`config.mk`:
```
export PLATFORM = sky130hd
export DESIGN_NAME = sar_controller
export DESIGN_NICKNAME = d
export VERILOG_FILES = /design/src/rtl/sar_pkg.sv /design/src/rtl/sar_settle_timer.sv /design/src/rtl/sar_controller.sv
export SDC_FILE = /design/constraint.sdc
export NUM_CORES = 1
export LEC_CHECK = 0
export BUFFER_PORTS_ARGS = -buffer_cell sky130_fd_sc_hd__buf_2
export CORE_MARGIN = 1.5
export CORE_UTILIZATION = 55
export CTS_CLUSTER_DIAMETER = 120
export DETAILED_ROUTE_END_ITERATION = 6
export PLACE_DENSITY = 0.78
export REMOVE_ABC_BUFFERS = 1
export SYNTH_ARGS = -nofsm -noshare
export SYNTH_HDL_FRONTEND = slang
export SYNTH_HIERARCHICAL = 1
export SYNTH_SLANG_ARGS = --single-unit
```
`constraint.sdc`:
```
create_clock -name clk -period 2 [get_ports clk]
set_input_delay 0.4 -clock clk [delete_from_list [all_inputs] [get_ports clk]]
set_output_delay 0.4 -clock clk [all_outputs]
set_load 0.05 [all_outputs]
```
`src/rtl/sar_pkg.sv`:
```
// Shared definitions for the successive-approximation ADC controller.
package sar_pkg;

    localparam int unsigned DEF_N_BITS     = 8;
    localparam int unsigned DEF_SETTLE_CYC = 2;
    localparam int unsigned CNT_W          = 4;

    typedef enum logic [1:0] {
        ST_IDLE    = 2'd0,
        ST_SETTLE  = 2'd1,
        ST_COMPARE = 2'd2,
        ST_DONE    = 2'd3
    } sar_state_e;

endpackage

```
`src/rtl/sar_settle_timer.sv`:
```
// DAC settling timer: load clears it, count advances it, expire flags the last settle cycle.
module sar_settle_timer
    import sar_pkg::*;
#(
    parameter int unsigned SETTLE_CYC = DEF_SETTLE_CYC
) (
    input  logic clk,
    input  logic rst,
    input  logic load,
    input  logic count,
    output logic expire
);

    localparam logic [CNT_W-1:0] LAST = CNT_W'(SETTLE_CYC - 1);

    logic [CNT_W-1:0] cnt;

    // expire is precomputed so it is high during the cycle in which cnt == LAST
    always_ff @(posedge clk) begin
        if (rst) begin
            cnt    <= '0;
            expire <= 1'b0;
        end else if (load) begin
            cnt    <= '0;
            expire <= (SETTLE_CYC == 1);
        end else if (count) begin
            cnt    <= cnt + CNT_W'(1);
            expire <= ((cnt + CNT_W'(1)) == LAST);
        end
    end

endmodule

```
`src/rtl/sar_controller.sv`:
```
// Successive-approximation ADC controller: walks a one-hot trial bit from MSB to LSB,
// settling the DAC before each comparator strobe.
module sar_controller
    import sar_pkg::*;
#(
    parameter int unsigned N_BITS     = DEF_N_BITS,
    parameter int unsigned SETTLE_CYC = DEF_SETTLE_CYC
) (
    input  logic              clk,
    input  logic              rst,
    input  logic              start,
    input  logic              decision,
    output logic              cmp_strobe,
    output logic [N_BITS-1:0] dac_code,
    output logic              busy,
    output logic              done,
    output logic [N_BITS-1:0] dout
);

    localparam logic [N_BITS-1:0] MSB = {1'b1, {(N_BITS-1){1'b0}}};

    sar_state_e        state;
    logic [N_BITS-1:0] trial_mask;
    logic [N_BITS-1:0] kept_c;
    logic              load_c;
    logic              count_c;
    logic              expire;

    // Resolve the bit under test and decide when the settle timer restarts or runs
    always_comb begin
        kept_c  = decision ? dac_code : (dac_code & ~trial_mask);
        load_c  = ((state == ST_IDLE) && start) ||
                  ((state == ST_COMPARE) && !trial_mask[0]);
        count_c = (state == ST_SETTLE) && !expire;
    end

    sar_settle_timer #(
        .SETTLE_CYC (SETTLE_CYC)
    ) u_settle_timer (
        .clk    (clk),
        .rst    (rst),
        .load   (load_c),
        .count  (count_c),
        .expire (expire)
    );

    always_ff @(posedge clk) begin
        if (rst) begin
            state      <= ST_IDLE;
            trial_mask <= '0;
            dac_code   <= '0;
            dout       <= '0;
            busy       <= 1'b0;
            done       <= 1'b0;
            cmp_strobe <= 1'b0;
        end else begin
            done       <= 1'b0;
            cmp_strobe <= 1'b0;
            case (state)
                ST_IDLE: begin
                    if (start) begin
                        state      <= ST_SETTLE;
                        trial_mask <= MSB;
                        dac_code   <= MSB;
                        busy       <= 1'b1;
                    end
                end
                ST_SETTLE: begin
                    if (expire) begin
                        state      <= ST_COMPARE;
                        cmp_strobe <= 1'b1;
                    end
                end
                ST_COMPARE: begin
                    // trial_mask[0] marks the LSB, i.e. the final decision
                    if (trial_mask[0]) begin
                        dac_code <= kept_c;
                        dout     <= kept_c;
                        done     <= 1'b1;
                        state    <= ST_DONE;
                    end else begin
                        dac_code   <= kept_c | (trial_mask >> 1);
                        trial_mask <= trial_mask >> 1;
                        state      <= ST_SETTLE;
                    end
                end
                ST_DONE: begin
                    busy  <= 1'b0;
                    state <= ST_IDLE;
                end
                default: state <= ST_IDLE;
            endcase
        end
    end

endmodule

```
==> Word level (Yosys, flattened, before mapping) <==
Cells that the tools add are included.
{ "classes": {"n_addsub": 1, "n_eq_ne": 7, "n_mux": 14, "n_bitwise": 5, "n_reduce_logical": 17} }
{ "op_table": {"columns": ["operator", "count"], "rows": [
  ["$mux W8", 4],
  ["$pmux W8 S2", 2],
  ["$and A8 B8 Y8", 1],
  ["$not A8 Y8", 1],
  ["$or A8 B7 Y8", 1],
  ["$pmux W2 S4", 1],
  ["$reduce_and A2 Y1", 4],
  ["$mux W2", 3],
  ["$reduce_or A2 Y1", 3],
  ["$add A4 B1 Y4 const B", 1],
  ["$eq A2 B2 Y1 const B", 2],
  ["$eq A4 B1 Y1 const B", 1],
  ["$ne A2 B2 Y1 const B", 2],
  ["$reduce_bool A2 Y1", 2],
  ["$logic_and A1 B1 Y1", 3],
  ["$mux W1", 3],
  ["$reduce_and A3 Y1", 1],
  ["$eq A2 B1 Y1 const B", 1],
  ["$logic_not A1 Y1", 2],
  ["$logic_not A2 Y1", 1],
  ["$ne A2 B1 Y1 const B", 1],
  ["$not A1 Y1", 2],
  ["$pmux W1 S2", 1],
  ["$logic_or A1 B1 Y1", 1]
]} }
{ "word_totals": {"regBits": 34, "output_inout_bits": 19, "wordCells": 54} }

==> Longest topological paths before layout <==
{ "logic_depth": {"depth_word": 6, "ltp_mapped": 8, "ltp_nobuf": 6} }

==> By module <==
The synthesis kept the hierarchy.
{ "by_module_without_submodules": {"columns": ["mod", "n_inst", "cells_each", "area_per_inst_um2"], "rows": [
  ["sar_controller", 1, 136, 1244.9],
  ["sar_settle_timer", 1, 29, 254.0]
]} }

==> Worst setup path after synthesis <==
OpenSTA, ideal clock, no wires.
{ "synth_timing": {"path_type": "flip-flop to flip-flop", "startpoint": "register state[0]", "endpoint": "register u_settle_timer.expire", "t_arrival_ns": 1.484, "slack_ns": 0.424, "path_stages_with_launch": 7, "n_path_buf": 2, "period_less_slack_ns": 1.576, "path_cell_list": "dfxtp_1 > buf_6 > a21oi_2 > or2_0 > buf_2 > or3_1 > o32ai_1"} }
{ "synth_via": {"elab_chain_cells": 4, "elab_cells_between_ends": 8} }
{ "synth_rtl": {"columns": ["element", "line_no", "text"], "rows": [
  ["from (decl)", "sar_controller.sv:22", "sar_state_e state;"],
  ["from (signal assigned)", "sar_controller.sv:49", "state <= ST_IDLE;"],
  ["from (signal assigned)", "sar_controller.sv:62", "state <= ST_SETTLE;"],
  ["from (signal assigned)", "sar_controller.sv:70", "state <= ST_COMPARE;"],
  ["$eq A2 B2 Y1 / $logic_not A2 Y1 (equally long branches)", "sar_controller.sv:33, sar_controller.sv:32", null],
  ["$logic_and A1 B1 Y1, on equally long branches", "sar_controller.sv:33, sar_controller.sv:32", null],
  ["$logic_or A1 B1 Y1 (*)", "sar_controller.sv:32", "load_c = ((state == ST_IDLE) && start) ||"],
  ["via load_c", "sar_controller.sv:25", "logic load_c;"],
  ["$reduce_or A2 Y1 (no line) (*)", null, null],
  ["to (signal assigned)", "sar_settle_timer.sv:25", "expire <= (SETTLE_CYC == 1);"],
  ["to (signal assigned)", "sar_settle_timer.sv:28", "expire <= ((cnt + CNT_W'(1)) == LAST);"],
  ["to (decl)", "sar_settle_timer.sv:11", "output logic expire"]
]} }
The timed path passes the listed nets; every way through them passes the cells marked *.
A chain may end at the register's enable or synchronous reset.

==> Final worst setup path <==
{ "layout_timing": {"startpoint": "register state[1]", "endpoint": "register u_settle_timer.expire"} }
The elaborated chain is that of the path after synthesis.

==> qor.yml <==
outcome:
  outcome: "completed"
floorplan:
  initial_core_util_pct: 59.42
  die_y_um: 55.21
  io_pins: 23
  core_area_mm2: 0.002522
  die_width_um: 55.21
  num_rows: 18
  fp.dieArea_mm2: 0.003048
worst_setup_path:
  startpoint_type: "flop"
  cp_slowest_cell: "or3_1"
  critical_path_class: "flop to flop"
  r2r.worst_path.cells: 6
  path_max_fanout: 8
  worstPathRequired_ps: 2230
  arrival_ps: 1890
  r2r_start: "state[1]"
  endpoint_kind: "flop"
  r2r_slack_ps: 340
  crit-reg2reg-capture: "u_settle_timer/expire"
  cp_cell_sequence: "buf_4 > nand2b_1 > a21oi_2 > or2_0 > or3_1 > o32ai_1"
  slowest_delay_ps: 400
power_and_ir_drop:
  leakage_nw: 0.6626
  ir_drop_mv: 0.5598
  fin_total_pwr_mw: 1.182
  clockPowerShare_pct: 31.0
  p_per_area_mw_per_mm2: 710.5
  p_int_uw: 888.9
  p_switching_uw: 293.5
  p_seq_share_pct: 59.5
  p_sw_share_pct: 24.82
  p_comb_share_pct: 9.5
yosys:
  netlist_instances: 165
  yosysSeqAreaShare_pct: 45.41
  yosys_warnings: 6
  synth_edf_count: 0
  ys_async_sr_fraction_pct: 0
  synthTopCellsByCount: "dfxtp_1 (34), nand2_1 (24), nand2b_1 (17)"
  netlist_area_mm2: 0.001499
  synth_top_area_cell: "dfxtp_1"
  ys_top_cells_by_area: "dfxtp_1 (45%), nand2b_1 (7.1%), nand2_1 (6.0%)"
  synth.top_cell.area_share_pct: 45.41
  synthFlopType: "dfxtp_1"
  ys_ff_latch: 34
  synth_cell_types: 36
  syn_avg_cell_area_um2: 9.084
  yosysMostFrequentCell: "dfxtp_1"
cts:
  clockBufferDepth: 2
  path_clk_slew_ps: 100
  cts_buffers: 5
  cts_resized: 0
  post_cts_buffers: 0
  cts_max_level: 2
  cts_hold_buf: 0
  cts_sinks: 34
  clk-insertion-delay-late_ps: 330
  cts_root_buffer: "clkbuf_4"
  cts_tree: "yes"
routing:
  drt-vias-per-instance: 5.525
  drtIter0Drc: 25
  avgRoutedWirePerCell_um: 13.45
  ant_nets: 0
  drt_first_pass_iters: 4
  drt-total-wl_mm: 2.918
  drcViolationCount: 0
  vias: 1199
min_path:
  min_to: "dout[4]"
  holdCritStartpoint: "rst"
  worst_hold_path_type: "primary input to flop"
  hold_path_depth: 2
sta:
  fin_crit_sh_pct: 82.86
  setup_viol: 0
  slew_headroom_pct: 58.63
  fmax_mhz: 603.4
  slew_violations: 0
  worstMarginPinSlew_ps: 618.0
  setup_ws_ps: 342.8
  hold_viol_final: 0
  tns_ps: 0
  rsz0062_at_grt: "false"
  fin_crit_ps: 1657
  clock_skew_ps: 5.934
run:
  maxCapViolCount: 0
placement:
  placed_cells: 211
  dp_hpwl_mm: 2.118
  gp_congestion: 0.8292
  dp_slack_ps: 301.5
  io_buffers: 22
finish:
  layoutNonFillerInstCount: 217
  drive_above_1_share_pct: 21.93
  antenna_cells: 0
  syn2layout_area_growth_pct: 11.02
  fin_nets: 194
  fillerInstances: 204
grt:
  grt_pass1_vias: 1121
  grt_pass1_wl_mm: 4.802
  overflow: 0
  grt_use_total_pct: 19.84
  antenna_found_initial: 0
  grt_max_degree: 19
==> flip-flops by register name, indices dropped and copies added, names as in the netlist <==
register	flops
state	2
done	1
dac_code	8
busy	1
u_settle_timer/cnt	4
dout	8
trial_mask	8
cmp_strobe	1
u_settle_timer/expire	1
==> worst max-delay path, delay by kind of cell (launching register included) <==
kind                   cells  cell delay, ps
AND/OR/NAND/NOR            3             820
flip-flops                 1             340
AO/OA/AOI/OAI              2             220
buffers and inverters      1             170
==> cell families after synthesis <==
logic type | Yosys count | share of synthesized area, %
AND/OR/NAND/NOR | 69 | 26.46
AO/OA/AOI/OAI | 38 | 17.11
flip-flops | 34 | 45.41
buffers and inverters | 16 | 5.759
XOR/XNOR | 5 | 2.922
adder cells (fa/ha/maj) | 2 | 1.669
multiplexers | 1 | 0.6678
==> final cells by class <==
| class | instances | area [um^2] | share of cell area (%) |
|---|---|---|---|
| inverter | 6 | 22.52 | 1.353 |
| multi-input combinational | 115 | 732.0 | 43.98 |
| tap | 30 | 37.54 | 2.256 |
| clock buffer | 6 | 51.30 | 3.083 |
| timing repair buffer | 26 | 140.1 | 8.421 |
| sequential | 34 | 680.7 | 40.90 |
==> power groups by stage <==
stage	Clock [mW]	Sequential [mW]	Combinational, mW
2_1_floorplan	0	0.739	0.0545
6_report	0.367	0.704	0.112
3_3_place_gp	0	0.718	0.109
5_1_grt	0.404	0.706	0.121
4_1_cts	0.375	0.704	0.113
3_5_place_dp	0	0.720	0.112
==> how the worst max path moves through the flow <==
stage | startpoint | end | depth (start not counted)
final | state[1] | u_settle_timer/expire | 6
after global routing | state[1] | u_settle_timer/expire | 6
after CTS | state[1] | u_settle_timer/expire | 6
after detailed placement | start | u_settle_timer/expire | 6
after global placement | start | u_settle_timer/expire | 6
after floorplan | state[1] | u_settle_timer/expire | 5
==> layout by cell type (no fill, tap or decap), types with 2 or more instances in the layout <==
master	instances
o21ai_0	9
xnor2_1	2
a21oi_2	2
a32o_1	6
xor2_1	3
buf_4	4
a21oi_1	14
nand3_1	10
inv_1	5
nor2_1	7
dfxtp_1	34
ha_1	2
nand2_1	24
clkbuf_4	5
o21ai_1	2
buf_2	22
nand2b_1	17
==> per-layer routing <==
metal / part of all wire (%) / up-vias / GRT usage [%]
met4: 1.2 / 0 / 6.272
met2: 50 / 40 / 34.52
met3: 5.3 / 5 / 7.026
met1: 43 / 544 / 22.60
met5: 0 / - / 0
li1: - / 610 / -
==> stage by stage <==
step	hold WS, ps	util, %	area, um^2
2_1_floorplan	462.4	-	1435
3_3_place_gp	434.2	63.94	1613
3_5_place_dp	441.5	63.94	1613
4_1_cts	355.3	65.97	1664
5_1_grt	375.0	65.97	1664
6_report	363.6	65.97	1664
No activity file was read; power rests on OpenSTA's default activity.
